--- config.mk ---
export PLATFORM = sky130hd
export DESIGN_NAME = qk_tile_buffer
export DESIGN_NICKNAME = d
export VERILOG_FILES = /design/src/rtl/qk_tile_buffer.sv
export SDC_FILE = /design/constraint.sdc
export NUM_CORES = 2
export LEC_CHECK = 0
export ABC_AREA = 1
export CELL_PAD_IN_SITES_DETAIL_PLACEMENT = 1
export CELL_PAD_IN_SITES_GLOBAL_PLACEMENT = 2
export CORE_MARGIN = 2
export CORE_UTILIZATION = 30
export CTS_BUF_LIST = sky130_fd_sc_hd__clkbuf_16
export CTS_CLUSTER_SIZE = 28
export DETAILED_ROUTE_END_ITERATION = 10
export GPL_TIMING_DRIVEN = 0
export PLACE_DENSITY = 0.57
export SLEW_MARGIN = 20
export SYNTH_ARGS = -nofsm -noshare
export SYNTH_HDL_FRONTEND = slang
export SYNTH_SLANG_ARGS = --single-unit
--- constraint.sdc ---
create_clock -name clk -period 3 [get_ports clk]
set_clock_uncertainty 0.15 [all_clocks]
set_input_delay 0.6 -clock clk [delete_from_list [all_inputs] [get_ports clk]]
set_output_delay 0.6 -clock clk [all_outputs]
set_load 0.02 [all_outputs]
--- src/rtl/qk_tile_buffer.sv ---
// Ping-pong QK score tile buffer: the host streams raster-order tiles in and the SASA controller reads them.
// Reads are zero-latency combinational. Writes stall with wr_ready low while the load bank is still full.
module qk_tile_buffer #(
    parameter int DIM    = 16,
    parameter int ADDR_W = 4,
    parameter int DATA_W = 8
) (
    input  logic                  clk,
    input  logic                  reset,
    input  logic                  wr_valid,
    output logic                  wr_ready,
    input  logic [DATA_W-1:0]     wr_data,
    input  logic                  wr_last,
    input  logic                  data_req,
    input  logic [ADDR_W-1:0]     data_addr_x,
    input  logic [ADDR_W-1:0]     data_addr_y,
    output logic [DATA_W-1:0]     data,
    output logic                  tile_valid,
    input  logic                  tile_release,
    output logic [1:0]            bank_full,
    output logic [ADDR_W*2:0]     rd_count,
    output logic                  err_wr,
    output logic                  err_rd
);

    localparam int IDX_W = 2 * ADDR_W;
    localparam int CNT_W = 2 * ADDR_W + 1;
    localparam int DEPTH = DIM * DIM;
    localparam logic [IDX_W-1:0] IDX_LAST = '1;
    localparam logic [IDX_W-1:0] IDX_ONE  = {{(IDX_W-1){1'b0}}, 1'b1};
    localparam logic [CNT_W-1:0] CNT_MAX  = '1;
    localparam logic [CNT_W-1:0] CNT_ONE  = {{(CNT_W-1){1'b0}}, 1'b1};

    logic [DATA_W-1:0] mem_q [2][DEPTH];

    logic             lb_q, lb_d;
    logic             rb_q, rb_d;
    logic [IDX_W-1:0] wr_idx_q, wr_idx_d;
    logic [1:0]       bank_full_q, bank_full_d;
    logic [CNT_W-1:0] rd_count_q, rd_count_d;
    logic             err_wr_q, err_wr_d;
    logic             err_rd_q, err_rd_d;

    logic             wr_acc;
    logic             wr_final;
    logic             rd_acc;
    logic             rel_acc;
    logic [IDX_W-1:0] rd_addr;

    assign wr_ready   = ~bank_full_q[lb_q];
    assign tile_valid = bank_full_q[rb_q];
    assign wr_acc     = wr_valid & wr_ready;
    assign wr_final   = wr_acc & (wr_idx_q == IDX_LAST);
    assign rd_acc     = data_req & tile_valid;
    assign rel_acc    = tile_release & tile_valid;
    // DIM is a power of two, so row*DIM + col is just the concatenation.
    assign rd_addr    = {data_addr_y, data_addr_x};

    assign data      = rd_acc ? mem_q[rb_q][rd_addr] : '0;
    assign bank_full = bank_full_q;
    assign rd_count  = rd_count_q;
    assign err_wr    = err_wr_q;
    assign err_rd    = err_rd_q;

    always_comb begin
        lb_d        = lb_q;
        rb_d        = rb_q;
        wr_idx_d    = wr_idx_q;
        bank_full_d = bank_full_q;
        rd_count_d  = rd_count_q;
        err_wr_d    = err_wr_q;
        err_rd_d    = err_rd_q;

        if (wr_acc) begin
            wr_idx_d = wr_idx_q + IDX_ONE;
            if (wr_last != (wr_idx_q == IDX_LAST)) begin
                err_wr_d = 1'b1;
            end
        end

        if (rd_acc && (rd_count_q != CNT_MAX)) begin
            rd_count_d = rd_count_q + CNT_ONE;
        end

        if (data_req && !tile_valid) begin
            err_rd_d = 1'b1;
        end

        // Release only fires on a full read bank; a write can only complete on an
        // empty load bank, so when lb == rb the two never touch the same flag.
        if (rel_acc) begin
            bank_full_d[rb_q] = 1'b0;
            rb_d              = ~rb_q;
            rd_count_d        = '0;
        end

        if (wr_final) begin
            bank_full_d[lb_q] = 1'b1;
            lb_d              = ~lb_q;
            wr_idx_d          = '0;
        end
    end

    always_ff @(posedge clk or negedge reset) begin
        if (!reset) begin
            lb_q        <= 1'b0;
            rb_q        <= 1'b0;
            wr_idx_q    <= '0;
            bank_full_q <= 2'b00;
            rd_count_q  <= '0;
            err_wr_q    <= 1'b0;
            err_rd_q    <= 1'b0;
        end else begin
            lb_q        <= lb_d;
            rb_q        <= rb_d;
            wr_idx_q    <= wr_idx_d;
            bank_full_q <= bank_full_d;
            rd_count_q  <= rd_count_d;
            err_wr_q    <= err_wr_d;
            err_rd_q    <= err_rd_d;
        end
    end

    always_ff @(posedge clk) begin
        if (wr_acc) begin
            mem_q[lb_q][wr_idx_q] <= wr_data;
        end
    end

endmodule

==> flow_summary_export.csv <==
group,metric,value,unit
pwr,power-per-cell-area,797,nW/um2
worst_hold_path,hold_path_class,"reg -> reg",
synthesis,synth_area_leader_cell,"sky130_fd_sc_hd__edfxtp_1",
floorplanning,i_o_pin_total,45,
setup_path,crit_required,2250,ps
detailed_routing,route.vias.total,128000,
global_routing,grt_start_max_net_pins,103,
final_layout,flow.area_growth_from_synthesis,26.4,%
pwr,power.static_leakage,76.4,nW
timing,fin_crit_sh,190,%
detailed_routing,routed_via_density,5.49,
synthesis,synth_top_family_by_area,"simple AND/OR/NAND/NOR gates",
clock_network,clkLatencyLatePin,1080,ps
setup_path,critPathCaptureType,"primary output",
synthesis,synth-warning-count,0,
synthesis,synth_sequential_area_ratio,73.4,%
pwr,vdd_drop_max,0.539,mV
synthesis,post_synth_fa_ha_maj_area_fraction,0.0446,%
synthesis,synth_commonest_cells,"4206 x sky130_fd_sc_hd__nand2_1, 4096 x sky130_fd_sc_hd__edfxtp_1, 4054 x sky130_fd_sc_hd__nand3_1, 522 x sky130_fd_sc_hd__buf_2, 512 x sky130_fd_sc_hd__nor3_1",
setup_path,cpMaxStageDelayCell,"sky130_fd_sc_hd__buf_2",
global_routing,antenna_found_initial,79,
clock_network,numClockSinks,4119,
synthesis,number_of_enable_type_register_cells_in_the_synthesized_netlist,4096,
floorplanning,placeableCoreArea,560000,um2
detailed_routing,totalWireLength,880000,um
floorplanning,dieWidth,753,um
global_routing,gr-total-overflow,0,
synthesis,synth_xor_area_share,0.0312,%
synthesis,synth_area_leaders,"sky130_fd_sc_hd__edfxtp_1 73%, sky130_fd_sc_hd__nand3_1 12%, sky130_fd_sc_hd__nand2_1 9.4%",
setup_path,worstPathArrival,4960,ps
floorplanning,dieArea,567000,um2
placement,detailed_place_hpwl,631000,um
global_routing,grt_first_pass_wirelength,1140000,um
synthesis,synth.area.mux_share,0,%
timing,period_minus_slack,5710,ps
synthesis,complex_gate_fraction_of_the_synthesized_area,0.0907,%
timing,max_slew.worst_pin.slew,1330,ps
timing,finalHoldViolations,0,
final_layout,proportion_of_layout_cells_with_a_drive_suffix_above_1,20.2,%
setup_path,worstSetupStartpointType,"input pin",
timing,final.hold.worst_slack,315,ps
worst_hold_path,worstHoldPathCells,1,
run_status,run_status,"finished with violations",
final_layout,finish.net_count,15500,
setup_path,critPathMaxStageDelay,930,ps
synthesis,synthesis.area_per_instance,12.0,um2
synthesis,synthCells,14100,
timing,maxSlewViolCount,0,
global_routing,via_count_of_the_first_global_routing_pass,121000,
detailed_routing,detailedRoute.firstPassIterationCount,6,
synthesis,synth_top_area_share,73.1,%
timing,setup_viol,3185,
placement,portBuffers,38,
placement,gp_routability_congestion,0.957,
synthesis,synth_area,168000,um2
clock_network,clkSlewWorstSetupHoldPaths,60,ps
detailed_routing,wl_per_cell,37.6,um
detailed_routing,drt_drc_violations_left,0,
synthesis,share_of_synthesized_flip_flops_with_an_asynchronous_set_or_reset,0.558,%
timing,final.setup.tns,-550070,ps
synthesis,synth-seq-cells,4119,
setup_path,path_cells,"buf_2 -> buf_2 -> buf_1 -> nand3_1 -> nand3_1 -> nand3_1 -> nand3_1 -> nand3_1 -> nand2_1 -> nand2_1 -> nand2_1 -> nor2_1 -> nor2_4 -> buf_6",
run_status,failed_checks,"setup timing",
job,number_of_violations_of_the_max_capacitance_limit,0,
floorplanning,floorplan.die.height,753,um
setup_path,cp.buffers_inverters,4,
setup_path,r2r.worst_path.cells,14,
setup_path,worst_path_dominant_cell_family,"buffers and inverters",
setup_path,timing.setup.critical_path_class,"in -> out",
timing,grt_setup_unrepaired,"true",
clock_network,htree_levels,5,
clock_network,numCtsBuffers,476,
timing,timing.max_slew.rel_slack,11.2,%
global_routing,track_usage,29.9,%
clock_network,cts.path.max_buffers,4,
clock_network,clk_root_buffer_cell,"sky130_fd_sc_hd__clkbuf_16",
detailed_routing,drtIter0Drc,16000,
synthesis,synth-simple-area-share,23.1,%
synthesis,ys_dominant_reg_cell,"sky130_fd_sc_hd__edfxtp_1",
timing,final_worst_slack,-2710,ps
setup_path,timing.critical_path.fanout_max,11,
setup_path,path_depth,14,
timing,max_clock_freq,175,MHz
detailed_routing,ant_nets_after_route,0,
clock_network,tritoncts_clock_tree,"built",
synthesis,yosysUniqueCellTypes,34,
floorplanning,num_rows,275,
setup_path,path_common_cell,"sky130_fd_sc_hd__nand3_1",
synthesis,synth_fp_nets,14100,
floorplanning,initial_util,30.1,%
final_layout,nFillCells,59100,
synthesis,synth_most_common_cell,"sky130_fd_sc_hd__nand2_1",
per-stage QoR:
stage | power, mW | worst slack, ps | cells | instance area (um2) | util (%)
2_1_floorplan | 85.8 | 64.5 | 14100 | 168000 | -
3_3_place_gp | 109 | -20280 | 21600 | 178000 | 31.8
3_5_place_dp | 108 | -4100 | 22100 | 188000 | 33.5
4_1_cts | 168 | -2550 | 23100 | 207000 | 36.9
5_1_grt | 174 | -2470 | 23400 | 213000 | 38.0
6_report | 170 | -2710 | 23400 | 213000 | 38.0
power by group:
part	switching (mW)	internal, mW	total, mW
Sequential	0.145	63.6	63.7
Clock	25.0	32.4	57.4
Combinational	36.0	12.4	48.4
flip-flops by register name (all words and copies together) (netlist names):
| name | count |
|---|---|
| mem_q | 4096 |
| rd_count | 9 |
| err_wr | 1 |
| lb_q | 1 |
| wr_idx_q | 8 |
| err_rd | 1 |
| bank_full | 2 |
| rb_q | 1 |
cell families (layout without fill, tap and decap cells):
kind of cell / Yosys count / in the layout
xor+xnor: 6 / 6
simple gates: 8828 / 8828
fa+ha+maj: 6 / 6
compound gates: 26 / 26
buf+inv: 1094 / 2909
other cells: 0 / 38
flops: 4119 / 4119
path summary, 6_finish.rpt:
path / startpoint / end / slack [ps]
worst max-delay path: data_addr_x[1] / data[5] / -2710
worst min-delay path: err_rd / err_rd / 320
worst max register to register: lb_q / mem_q[0][836] / -490
worst min register to register: err_rd / err_rd / 320
max in group asynchronous: reset / rd_count[0] / 1110
min in group asynchronous: reset / wr_idx_q[7] / 450
metal layers:
layer  up-vias  global-route usage (%)  share of wire [%]
li1      53600                       -                  -
met1     67100                    38.8                 40
met2      6102                    46.4                 45
met3      1561                    7.57                9.3
met4        20                    15.0                6.2
met5         -                   0.488               0.11
cell type report:
| cell class | instances | area, um2 | share of cell area [%] |
|---|---|---|---|
| Inverter | 31 | 143 | 0.0671 |
| Antenna cell | 38 | 95.1 | 0.0447 |
| Tap cell | 7479 | 9360 | 4.40 |
| Sequential cell | 4119 | 124000 | 58.1 |
| Clock inverter | 393 | 3050 | 1.43 |
| Timing Repair Buffer | 947 | 11700 | 5.52 |
| Timing Repair inverter | 1 | 11.3 | 0.00529 |
| Clock buffer | 479 | 12000 | 5.64 |
| Buffer | 1058 | 7780 | 3.66 |
| Multi-Input combinational cell | 8866 | 44900 | 21.1 |
repair_timing:
| item | 4_1_cts | 5_1_grt |
|---|---|---|
| setup endpoints to repair | 4115 | 3586 |
| hold buffers | 13 | 0 |
| buffers inserted | 84 | 256 |
| hold endpoints to repair | 419 | 0 |
| gates cloned | 5 | 8 |
| pin swaps | 54 | 126 |
| resized for setup | 735 | 740 |
layout by cell type (no fill, tap or decap), drive strengths merged:
cell type | Yosys | layout
a2111oi | 1 | 1
a21o | 1 | 1
a21oi | 8 | 8
and2 | 1 | 1
buf | 799 | 1668
bufinv | 0 | 42
clkbuf | 264 | 782
clkdlybuf4s15 | 0 | 1
clkdlybuf4s50 | 0 | 19
clkinv | 0 | 234
clkinvlp | 0 | 14
dfrtp | 23 | 23
diode | 0 | 38
dlygate4sd3 | 0 | 13
dlymetal6s2s | 0 | 1
edfxtp | 4096 | 4096
ha | 6 | 6
inv | 31 | 135
nand2 | 4208 | 4208
nand3 | 4054 | 4054
nand4 | 7 | 7
nor2 | 43 | 43
nor3 | 512 | 512
o21ai | 15 | 15
o21bai | 1 | 1
or2 | 3 | 3
xor2 | 6 | 6
Power figures use the tool's default switching activity.
